--- src/rtl/pmp_pkg.sv ---
// rtl/pmp_pkg.sv - shared widths, frame entry type and thread-mode bound for the PMP bound stack
package pmp_pkg;

    localparam int AddrWidth = 16;
    localparam int PrioWidth = 8;

    typedef struct packed {
        logic [AddrWidth-1:0] ep;
        logic [PrioWidth-1:0] prio;
    } BoundT;

    localparam logic [AddrWidth-1:0] EpThread = '1;

endpackage

--- src/rtl/bound_lifo.sv ---
// rtl/bound_lifo.sv - generic Depth-entry LIFO with push, pop and replace-top, plus level/full/empty
module bound_lifo #(
    parameter int Width = 24,
    parameter int Depth = 8
) (
    input  logic                   clk,
    input  logic                   reset,
    input  logic                   push,
    input  logic                   pop,
    input  logic                   replace,
    input  logic [Width-1:0]       wdata,
    output logic [Width-1:0]       under,
    output logic [$clog2(Depth):0] level,
    output logic                   full,
    output logic                   empty
);
    localparam int IW = $clog2(Depth);
    localparam int LW = IW + 1;

    logic [Width-1:0] mem [Depth];
    logic [LW-1:0]    level_q;
    logic [IW-1:0]    push_idx;
    logic [IW-1:0]    top_idx;
    logic [IW-1:0]    under_idx;
    logic             do_push;
    logic             do_pop;
    logic             do_replace;

    // Depth is a power of two, so modulo index arithmetic lands on the right slot
    assign push_idx   = level_q[IW-1:0];
    assign top_idx    = level_q[IW-1:0] - IW'(1);
    assign under_idx  = level_q[IW-1:0] - IW'(2);

    assign full       = (level_q == LW'(Depth));
    assign empty      = (level_q == '0);
    assign level      = level_q;
    assign under      = mem[under_idx];

    assign do_replace = replace && !empty;
    assign do_push    = push && !replace && !full;
    assign do_pop     = pop && !replace && !push && !empty;

    always_ff @(posedge clk) begin
        if (reset) begin
            level_q <= '0;
        end else if (do_push) begin
            level_q <= level_q + LW'(1);
        end else if (do_pop) begin
            level_q <= level_q - LW'(1);
        end
    end

    always_ff @(posedge clk) begin
        if (!reset) begin
            if (do_replace) begin
                mem[top_idx] <= wdata;
            end else if (do_push) begin
                mem[push_idx] <= wdata;
            end
        end
    end

endmodule

--- src/rtl/pmp_bound_stack.sv ---
// rtl/pmp_bound_stack.sv - per-interrupt-level stack-frame upper bound tracker; PMP_BOUND_FAULT_EN adds fault pulse
module pmp_bound_stack
    import pmp_pkg::*;
#(
    parameter int Depth = 8
) (
    input  logic                   clk,
    input  logic                   reset,
    input  logic                   enter,
    input  logic [PrioWidth-1:0]   enter_prio,
    input  logic                   exit,
    input  logic [AddrWidth-1:0]   sp,
    output logic [AddrWidth-1:0]   ep,
`ifdef PMP_BOUND_FAULT_EN
    output logic                   fault,
`endif
    output logic [PrioWidth-1:0]   cur_prio,
    output logic [$clog2(Depth):0] level,
    output logic                   full,
    output logic                   empty
);
    localparam int LW = $clog2(Depth) + 1;

    BoundT       wr_entry;
    BoundT       under;
    logic        do_push;
    logic        do_pop;
    logic        do_replace;

    assign wr_entry   = '{ep: sp, prio: enter_prio};
    // Tail-chain swaps the top frame; with an empty stack it degrades to a plain entry
    assign do_replace = enter && exit && !empty;
    assign do_push    = enter && (!exit || empty) && !full;
    assign do_pop     = exit && !enter && !empty;

    bound_lifo #(
        .Width ($bits(BoundT)),
        .Depth (Depth)
    ) u_lifo (
        .clk     (clk),
        .reset   (reset),
        .push    (do_push),
        .pop     (do_pop),
        .replace (do_replace),
        .wdata   (wr_entry),
        .under   (under),
        .level   (level),
        .full    (full),
        .empty   (empty)
    );

    always_ff @(posedge clk) begin
        if (reset) begin
            ep       <= EpThread;
            cur_prio <= '0;
        end else if (do_push || do_replace) begin
            ep       <= sp;
            cur_prio <= enter_prio;
        end else if (do_pop) begin
            if (level == LW'(1)) begin
                ep       <= EpThread;
                cur_prio <= '0;
            end else begin
                ep       <= under.ep;
                cur_prio <= under.prio;
            end
        end
    end

`ifdef PMP_BOUND_FAULT_EN
    always_ff @(posedge clk) begin
        if (reset) begin
            fault <= 1'b0;
        end else begin
            fault <= (enter && !exit && full) || (exit && !enter && empty);
        end
    end
`endif

endmodule

--- config.mk ---
export PLATFORM = sky130hd
export DESIGN_NAME = pmp_bound_stack
export DESIGN_NICKNAME = d
export VERILOG_FILES = /design/src/rtl/pmp_pkg.sv /design/src/rtl/bound_lifo.sv /design/src/rtl/pmp_bound_stack.sv
export SDC_FILE = /design/constraint.sdc
export NUM_CORES = 1
export LEC_CHECK = 0
export CAP_MARGIN = 20
export CORE_ASPECT_RATIO = 1.1
export CORE_MARGIN = 2
export CORE_UTILIZATION = 60
export CTS_CLUSTER_SIZE = 14
export DETAILED_ROUTE_END_ITERATION = 7
export DONT_BUFFER_PORTS = 1
export GPL_ROUTABILITY_DRIVEN = 0
export GPL_TIMING_DRIVEN = 1
export PLACE_DENSITY = 0.81
export SYNTH_ARGS = -nofsm -noshare
export SYNTH_HDL_FRONTEND = slang
export SYNTH_HIERARCHICAL = 1
export SYNTH_SLANG_ARGS = --single-unit
--- constraint.sdc ---
create_clock -name clk -period 9.1 [get_ports clk]
set_input_delay 2.275 -clock clk [delete_from_list [all_inputs] [get_ports clk]]
set_output_delay 2.275 -clock clk [all_outputs]
set_load 0.01 [all_outputs]
==> metrics.md, run 1 <==
| Metric | Value |
|---|---|
| Status | `completed` |
| Gate Count Post-Synth | `591` |
| Final setup fails | `0` |
| CTS Hold Bufs | `0` |
| Clock Path Buffers | `3` |
| Clock Sinks | `220` |
| Sequential power share | `42.4%` |
| Nets | `626` |
| Ports | `58` |
| Synthesized area per cell | `15.4 sq um` |
| Initial detailed-routing violation count | `574` |
| Final Cycle Share | `48.8%` |
| Num CTS Buffers | `22` |
| Crit-path cells | `inv_1 -> ha_1 -> nand3b_2 -> inv_2` |
| Sw frac | `31.8%` |
| M1 WL | `7440 um` |
| Crit path largest cell delay | `0.74 ns` |
| CP startpoint kind | `flip-flop` |
| ANT nets after route | `0` |
| Number of remaining DRC errors | `0` |
| DR top layer | `met4` |
| Share of post-route cells with drive strength above 1 | `17.9%` |
| Final WL | `19700 um` |
| Die W | `122 um` |
| Clock Power Share | `29.9%` |
| Setup crit end kind | `primary output` |
| Via count | `5243` |
| Fmax | `0.225 GHz` |
| Seq/Total Area, Yosys | `69.4%` |
| Post-Syn Nets | `623` |
| Vias in the first global route | `5482` |
| Max-Cap Viols | `0` |
| Worst path required time | `6.83 ns` |
| Clock Pin Slew Worst Setup and Hold Paths | `0.06 ns` |
| P&R area growth vs syn | `10.2%` |
| First-pass GRT wire length | `30800 um` |
| Core ar. | `0.0149 sq mm` |
| Resized cells post-CTS | `0` |
| H-Tree Depth | `1` |
| RSZ-0062 raised after global routing | `no` |
| Synth cell types | `45` |
| Internal power | `2130 uW` |
| Final Hold Vio Count | `0` |
| # rows | `47` |
| Grt total ovfl | `0` |
| Crit-path slowest cell | `dfxtp_4` |
| Commonest non-fill, non-tap cell in the layout | `edfxtp_1` |
| Yosys warns | `6` |
| N_diodes | `0` |
| Gate power share | `27.7%` |
| Power Dens Cells | `311 mW/mm^2` |
| Met2 wire len | `9970 um` |
| Net switching power | `994 uW` |
| Post-route minimum period | `4.44 ns` |
| Setup tns final | `0 ns` |
| Die Height | `133 um` |
| Commonest cells after routing, fill and taps aside | `edfxtp_1, nand2_1, a21oi_1` |
| Largest net degree at the start of global routing | `48` |
| Placed Area | `0.00931 sq mm` |
| CTS Root Buffer Type | `clkbuf_16` |
| Clk_skew | `0.0168 ns` |
| CP arrival | `2.17 ns` |
| WL/cell | `24.5 um` |
| Drt via density | `6.50` |
| Die footprint | `0.0162 sq mm` |
| Layout Cell Area excl Fill | `0.0100 sq mm` |
| Slew of the pin with the lowest slew margin | `1.00 ns` |
| Slew HR | `33.0%` |
| All-Layer GR Usage | `25.6%` |
| Fin. max-slew vios | `0` |
| Post-detail-place hpwl | `11100 um` |
| CP max FO | `31` |
| Initial antenna violation count | `0` |
| Crit path buf inv count | `2` |
| Port Buffer Count | `0` |
| Worst-case vdd ir drop | `0.206 mV` |
| Setup bufs post-CTS | `0` |
| Clock Latency Late Sink | `0.51 ns` |
| Met3 WL | `1560 um` |
| Worst hold-check path type | `flip-flop to flip-flop` |
| Critical path class | `flip-flop to primary output` |
| Pleak | `0.00320 uW` |
| Netlist Area Pre-Place | `0.00912 sq mm` |
| Pre-antenna DRT Iters | `5` |
| CTS tree | `built` |
| #FFs+latches synth | `220` |
| Critical path's top delay family | `flip-flops` |
| Initial Utilization | `61.0%` |
==> path summary, 6_finish.rpt <==
| check | startpoint | end | slack [ns] | depth (start not counted) |
|---|---|---|---|---|
| setup / recovery | u_lifo/level[0] | full | 4.66 | 4 |
| hold reg to reg | cur_prio[6] | cur_prio[6] | 0.54 | 2 |
| hold / removal | cur_prio[6] | cur_prio[6] | 0.54 | 2 |
| setup reg to reg | u_lifo/level[0] | u_lifo/level[3] | 5.04 | 13 |
==> cells by family (layout without fill, tap and decap cells) <==
| logic type | Yosys count | count (layout) | synth area share (%) |
|---|---|---|---|
| adders and majority gates | 4 | 4 | 0.631 |
| DFF | 220 | 220 | 69.4 |
| xor gates and xnor gates | 4 | 4 | 0.384 |
| muxes | 64 | 64 | 11.7 |
| AOI/OAI and AO/OA | 129 | 129 | 8.84 |
| and+or+nand+nor | 126 | 126 | 6.42 |
| buffers and inverters | 44 | 63 | 2.58 |
==> power groups by stage <==
stage / sequential [uW] / combinational [uW] / clock (uW)
after floorplan: 1290 / 720 / 0
after global placement: 1340 / 811 / 0
after detailed placement: 1350 / 850 / 0
after CTS: 1330 / 863 / 942
after global routing: 1340 / 942 / 980
final: 1320 / 865 / 933
==> sequential cells by signal, indices dropped and copies added (netlist names) <==
signal        flops
cur_prio          8
u_lifo/mem      192
ep               16
u_lifo/level      4
==> routing by layer <==
layer  track usage (%)  vias up
met2              42.5      257
li1                  -     2292
met5                 0        -
met1              33.0     2639
met3              4.92       55
met4              11.4        0
==> synth_stat cells (all sizes together) <==
library cell / count / area [sq um]
a21oi: 40 / 204
nor4b: 1 / 23.8
buf: 27 / 171
o211ai: 14 / 105
nand2: 46 / 173
clkbuf: 10 / 37.5
ha: 3 / 37.5
nor3b: 1 / 12.5
xor2: 1 / 8.76
xnor2: 3 / 26.3
nand3: 9 / 50.1
or4b: 1 / 10.0
a211oi: 15 / 145
dfxtp: 28 / 561
edfxtp: 192 / 5770
nand2b: 2 / 12.5
a2111oi: 1 / 27.5
mux2i: 29 / 290
nand3b: 1 / 11.3
inv: 7 / 26.3
a21o: 1 / 7.51
nor4: 4 / 25.0
o21ai: 55 / 283
or3b: 1 / 8.76
o21a: 1 / 7.51
fa: 1 / 20.0
a21boi: 1 / 11.3
mux2: 1 / 15.0
nor2: 38 / 143
and2: 1 / 6.26
nor3: 17 / 85.1
a221oi: 1 / 15.0
nor2b: 4 / 25.0
mux4: 34 / 766
==> final cells by class <==
| class | instances | area (sq um) |
|---|---|---|
| fillers | 980 | 4890 |
| clock inverters | 7 | 111 |
| flip-flops and latches | 220 | 6330 |
| clock buffers | 33 | 633 |
| repair buffers | 16 | 128 |
| multi-input cells | 327 | 2570 |
| inverters | 7 | 26.3 |
| well taps | 196 | 245 |
==> through the flow <==
step | worst slack [ns] | total power, uW | std cells | hold WS (ns) | utilization [%]
final | 4.66 | 3120 | 806 | 0.539 | 67.3
after global routing | 4.54 | 3260 | 806 | 0.583 | 67.3
after CTS | 4.66 | 3130 | 806 | 0.542 | 67.3
after detailed placement | 4.43 | 2200 | 766 | 0.534 | 62.3
after global placement | 4.55 | 2150 | 765 | 0.528 | 62.2
after floorplan | 4.15 | 2010 | 591 | 0.507 | -
==> tightest hold or removal path, stage by stage, from the launching register on <==
cell and delay [ns]:
dfxtp_1 0.34, nor2_1 0.11, a211oi_1 0.05
Power figures use the tool's default switching activity.
==> inputs of run 2 (changes only) <==
CORE_UTILIZATION = 57   (was 60)
PLACE_DENSITY = 0.8   (was 0.81)
clock period = 3.8 ns   (was 9.1 ns; I/O delays follow)
==> run 2 against run 1 <==
Effect of this change:
- die area increased by 5.1%
- combinational power rose to 2.7 times the previous value
- wire length down 3.1%
- count of clock-buffer cells in the layout is the same
- sequential share of layout area rose by 0.39 points
- clock skew decreased by 0.0082 ns
- flip-flop and latch count stayed put
- non-clock buffer count rose by 1
- cell count rose by 0.37%
- critical path depth increased by 6
- register-to-register slack got worse by 4.9 ns
- highest routed layer unchanged
==> metrics.md, run 2 (synthesis results as in run 1) <==
| Metric | Value |
|---|---|
| Status | `completed` |
| Slew HR | `20.7%` |
| CP max FO | `24` |
| First-pass GRT wire length | `29700 um` |
| N_diodes | `0` |
| Port Buffer Count | `0` |
| Commonest cells after routing, fill and taps aside | `edfxtp_1, nand2_1, a21oi_1` |
| P&R area growth vs syn | `9.57%` |
| Clock Pin Slew Worst Setup and Hold Paths | `0.06 ns` |
| Setup tns final | `0 ns` |
| Core ar. | `0.0157 sq mm` |
| Footprint of the multi-input gates | `0.00263 sq mm` |
| Flop-to-flop setup slack | `0.14 ns` |
| R2R depth | `10` |
| Pre-antenna DRT Iters | `7` |
| Initial detailed-routing violation count | `586` |
| Worst path required time | `3.91 ns` |
| Clock Latency Late Sink | `0.48 ns` |
| Top flop regs | `u_lifo/mem (192), ep (16), cur_prio (8)` |
| Max-Cap Viols | `0` |
| Most flop-heavy register | `u_lifo/mem` |
| Clock Path Buffers | `3` |
| H-Tree Depth | `1` |
| Initial antenna violation count | `0` |
| Die Height | `137 um` |
| WL/cell | `23.6 um` |
| Final setup fails | `0` |
| RSZ-0062 raised after global routing | `no` |
| Die footprint | `0.0170 sq mm` |
| Hold path start | `reset` |
| Final Cycle Share | `96.4%` |
| Commonest non-fill, non-tap cell in the layout | `edfxtp_1` |
| FF-to-FF End | `u_lifo/mem[4][15]` |
| Die W | `125 um` |
| # rows | `48` |
| All-Layer GR Usage | `22.6%` |
| Worst-case vdd ir drop | `0.480 mV` |
| Pleak | `0.00315 uW` |
| Final Hold Vio Count | `0` |
| Power Dens Cells | `723 mW/mm^2` |
| CTS tree | `built` |
| Setup bufs post-CTS | `0` |
| Placed Area | `0.00936 sq mm` |
| CP arrival | `3.77 ns` |
| Final WL | `19100 um` |
| Resized cells post-CTS | `0` |
| CP startpoint kind | `flip-flop` |
| Min-Delay Path Depth | `1` |
| CTS Root Buffer Type | `clkbuf_16` |
| Grt total ovfl | `0` |
| Fin. max-slew vios | `0` |
| Largest net degree at the start of global routing | `83` |
| Worst hold-check path type | `input port to flip-flop` |
| Critical path class | `flip-flop to flip-flop` |
| Reg2reg start | `u_lifo/level[0]` |
| Clock Sinks | `220` |
| Num CTS Buffers | `21` |
| FF/Latch Area | `0.00633 sq mm` |
| Via count | `5227` |
| Clk_skew | `0.00854 ns` |
| Share of post-route cells with drive strength above 1 | `17.9%` |
| Number of remaining DRC errors | `0` |
| Hold EP | `cur_prio[4]` |
| Post-route minimum period | `3.66 ns` |
| Setup crit end kind | `flip-flop` |
| Final core occ | `63.7%` |
| Post-detail-place hpwl | `10700 um` |
| Filler cell count | `1050` |
| Initial Utilization | `58.2%` |
| Drt via density | `6.46` |
| Vias in the first global route | `5331` |
| Ports | `58` |
| Fmax | `0.273 GHz` |
| Max reg flops | `192` |
| CTS Hold Bufs | `0` |
| Slew of the pin with the lowest slew margin | `1.18 ns` |
| ANT nets after route | `0` |
| Nets | `627` |
| Layout Cell Area excl Fill | `0.00999 sq mm` |
==> run 2: cell count changes in the layout (fill, tap and decap cells not counted), moves of 2 or more <==
cell / change
clkbuf_16: -2
bufinv_16: -3
nor2_2: -7
nor2_4: +9
buf_4: +2
==> run 2: power by group <==
part           switching [uW]  leakage, uW  internal (uW)
combinational            1440     0.000878            861
clock                     809     0.000304           1080
sequential                129      0.00197           2910
==> run 2: worst max path at each step <==
| stage | slack (ns) | start | to | cells after the start |
|---|---|---|---|---|
| 2_1_floorplan | 0.06 | u_lifo/level[1] | u_lifo/mem[0][0] | 13 |
| 3_3_place_gp | 0.28 | exit | u_lifo/mem[6][10] | 6 |
| 3_5_place_dp | 0.15 | exit | u_lifo/mem[6][16] | 6 |
| 4_1_cts | 0.24 | u_lifo/level[0] | u_lifo/mem[6][23] | 10 |
| 5_1_grt | 0.01 | u_lifo/level[0] | u_lifo/mem[4][3] | 10 |
| 6_report | 0.14 | u_lifo/level[0] | u_lifo/mem[4][15] | 10 |
==> run 2: critical path: stages, from the launching register on <==
cell and delay, ns:
dfxtp_4 0.34, inv_1 0.09, ha_1 0.26, nand3b_2 0.20, inv_2 0.16, nand2b_1 0.21
nor2_2 0.23, nor3b_2 0.44, o21ai_0 0.21, o21a_1 0.38, nor2_4 0.73
==> run 2: final cells by class <==
class	count	share of cell area [%]
clock inverter	4	0.188
multi-input combinational	328	26.4
inverter	7	0.263
tap	200	2.51
clock buffer	33	6.01
timing repair buffer	17	1.28
sequential	220	63.4
==> run 2: per-stage QoR <==
stage,power (uW),setup slack [ns],hold slack [ns],cells
6_report,7230,0.136,0.532,809
5_1_grt,7570,0.0121,0.525,809
4_1_cts,7240,0.237,0.520,808
3_5_place_dp,5340,0.153,0.532,771
3_3_place_gp,5240,0.282,0.528,771
2_1_floorplan,4870,0.0566,0.507,591
==> run 2: layer usage <==
layer	part of all wire, %	wire length (um)	vias up	GRT usage [%]
li1	-	-	2304	-
met1	39	7450	2627	29.7
met2	50	9620	248	39.4
met3	8.2	1560	48	3.71
met4	2.6	495	0	6.74
met5	0	0	-	0
==> inputs of run 3 (changes only) <==
MAX_ROUTING_LAYER = met4   (was unset)
==> run 3 against run 2 <==
Effect of this change:
- clock power hardly changed
- first-iteration DRC count is 0.34% higher
- register-to-register slack better by 0.04 ns
- highest routed layer unchanged
- non-clock buffer count stayed put
- fmax is 1.1% higher
- clock skew is 0.0013 ns lower
- total power hardly changed
- sequential power hardly changed
- combinational power hardly changed
- setup slack better by 0.041 ns
- die area stayed put
- hold slack hardly changed
- largest power group unchanged
==> metrics.md, run 3 (synthesis results as in run 1) <==
| Metric | Value |
|---|---|
| Fmax | `0.276 GHz` |
| CTS Root Buffer Type | `clkbuf_16` |
| # rows | `48` |
| Flop-to-flop setup slack | `0.18 ns` |
| Critical path class | `flip-flop to flip-flop` |
| CTS Hold Bufs | `0` |
| Setup bufs post-CTS | `0` |
| Port Buffer Count | `0` |
| Final setup fails | `0` |
| Commonest cells after routing, fill and taps aside | `edfxtp_1, nand2_1, a21oi_1` |
| Fin. max-slew vios | `0` |
| Pre-antenna DRT Iters | `5` |
| FF-to-FF End | `u_lifo/mem[4][15]` |
| Clock Pin Slew Worst Setup and Hold Paths | `0.06 ns` |
| Final WL | `19100 um` |
| Slew of the pin with the lowest slew margin | `1.20 ns` |
| Reg2reg start | `u_lifo/level[0]` |
| Clock Sinks | `220` |
| Nets | `627` |
| Worst-case vdd ir drop | `0.480 mV` |
| CP max FO | `24` |
| Num CTS Buffers | `21` |
| Die Height | `137 um` |
| Grt total ovfl | `0` |
| Final Cycle Share | `95.3%` |
| Largest net degree at the start of global routing | `83` |
| Clock Path Buffers | `3` |
| Post-route minimum period | `3.62 ns` |
| CP arrival | `3.73 ns` |
| Initial detailed-routing violation count | `588` |
| Core ar. | `0.0157 sq mm` |
| Ports | `58` |
| Commonest non-fill, non-tap cell in the layout | `edfxtp_1` |
| Sw frac | `32.9%` |
| Pleak | `0.00315 uW` |
| Clock Power Share | `26.2%` |
| WL/cell | `23.6 um` |
| CP startpoint kind | `flip-flop` |
| Net switching power | `2380 uW` |
| R2R depth | `10` |
| First-pass GRT wire length | `29800 um` |
| Max-Cap Viols | `0` |
| CTS tree | `built` |
| Power Dens Cells | `724 mW/mm^2` |
| Drt via density | `6.48` |
| Post-detail-place hpwl | `10700 um` |
| Resized cells post-CTS | `0` |
| H-Tree Depth | `1` |
| P&R area growth vs syn | `9.57%` |
| Initial Utilization | `58.2%` |
| Setup crit end kind | `flip-flop` |
| Min-Delay Path Depth | `1` |
| Hold EP | `cur_prio[4]` |
| ANT nets after route | `0` |
| Hold path start | `reset` |
| Number of remaining DRC errors | `0` |
| Status | `completed` |
| Clock Latency Late Sink | `0.48 ns` |
| Most flop-heavy register | `u_lifo/mem` |
| All-Layer GR Usage | `23.2%` |
| Max reg flops | `192` |
| Slew HR | `19.8%` |
| Tot Pwr | `7230 uW` |
| Final Hold Vio Count | `0` |
| Sequential power share | `42.1%` |
| Top flop regs | `u_lifo/mem (192), ep (16), cur_prio (8)` |
| Initial antenna violation count | `0` |
| Die W | `125 um` |
| Via count | `5244` |
| Vias in the first global route | `5334` |
| Worst hold-check path type | `input port to flip-flop` |
| Share of post-route cells with drive strength above 1 | `17.9%` |
| Clk_skew | `0.00721 ns` |
| RSZ-0062 raised after global routing | `yes` |
| N_diodes | `0` |
| Die footprint | `0.0170 sq mm` |
| Worst path required time | `3.91 ns` |
| Setup tns final | `0 ns` |
| Gate power share | `31.8%` |
| Internal power | `4850 uW` |
## run 3: how the worst max path moves through the flow
stage	depth (start not counted)	slack [ns]	to	from
finish	10	0.18	u_lifo/mem[4][15]	u_lifo/level[0]
global route	10	-0.005	u_lifo/mem[4][3]	u_lifo/level[0]
CTS	10	0.24	u_lifo/mem[6][23]	u_lifo/level[0]
detailed placement	6	0.15	u_lifo/mem[6][16]	exit
global placement	6	0.28	u_lifo/mem[6][10]	exit
floorplan	13	0.06	u_lifo/mem[0][0]	u_lifo/level[1]
## run 3: critical path, cell delays in order, from the launching register on
cell and delay, ns:
dfxtp_4 0.34, inv_1 0.09, ha_1 0.26, nand3b_2 0.20
inv_2 0.16, nand2b_1 0.21, nor2_2 0.23, nor3b_2 0.43
o21ai_0 0.21, o21a_1 0.38, nor2_4 0.72
## run 3: through the flow
stage | setup WS [ns] | hold slack (ns) | instance area [sq um] | utilization (%) | std cells
after global routing | -0.00506 | 0.525 | 9990 | 63.7 | 809
after CTS | 0.237 | 0.520 | 9980 | 63.6 | 808
after detailed placement | 0.153 | 0.532 | 9360 | 59.7 | 771
after global placement | 0.282 | 0.528 | 9360 | 59.7 | 771
after floorplan | 0.0566 | 0.507 | 9190 | - | 591
final | 0.177 | 0.532 | 9990 | 63.7 | 809
## run 3: power groups by stage
stage	logic [uW]	registers, uW	clock network, uW
finish	2300	3040	1890
global route	2500	3060	2010
CTS	2280	3040	1920
detailed placement	2250	3090	0
global placement	2170	3080	0
floorplan	1790	3070	0
## run 3: cell type report
type / count / area [sq um]
tap: 200 / 250
clock inverter: 4 / 18.8
sequential: 220 / 6330
timing repair buffer: 17 / 128
inverter: 7 / 26.3
multi-input combinational: 328 / 2630
clock buffer: 33 / 601
fill: 1050 / 5690
## run 3: routing by layer
metal,up-vias,wire length [um],GRT usage (%)
li1,2309,-,-
met1,2652,7450,29.7
met2,242,9640,39.4
met3,41,1580,3.52
met4,0,455,6.74
met5,-,0,-
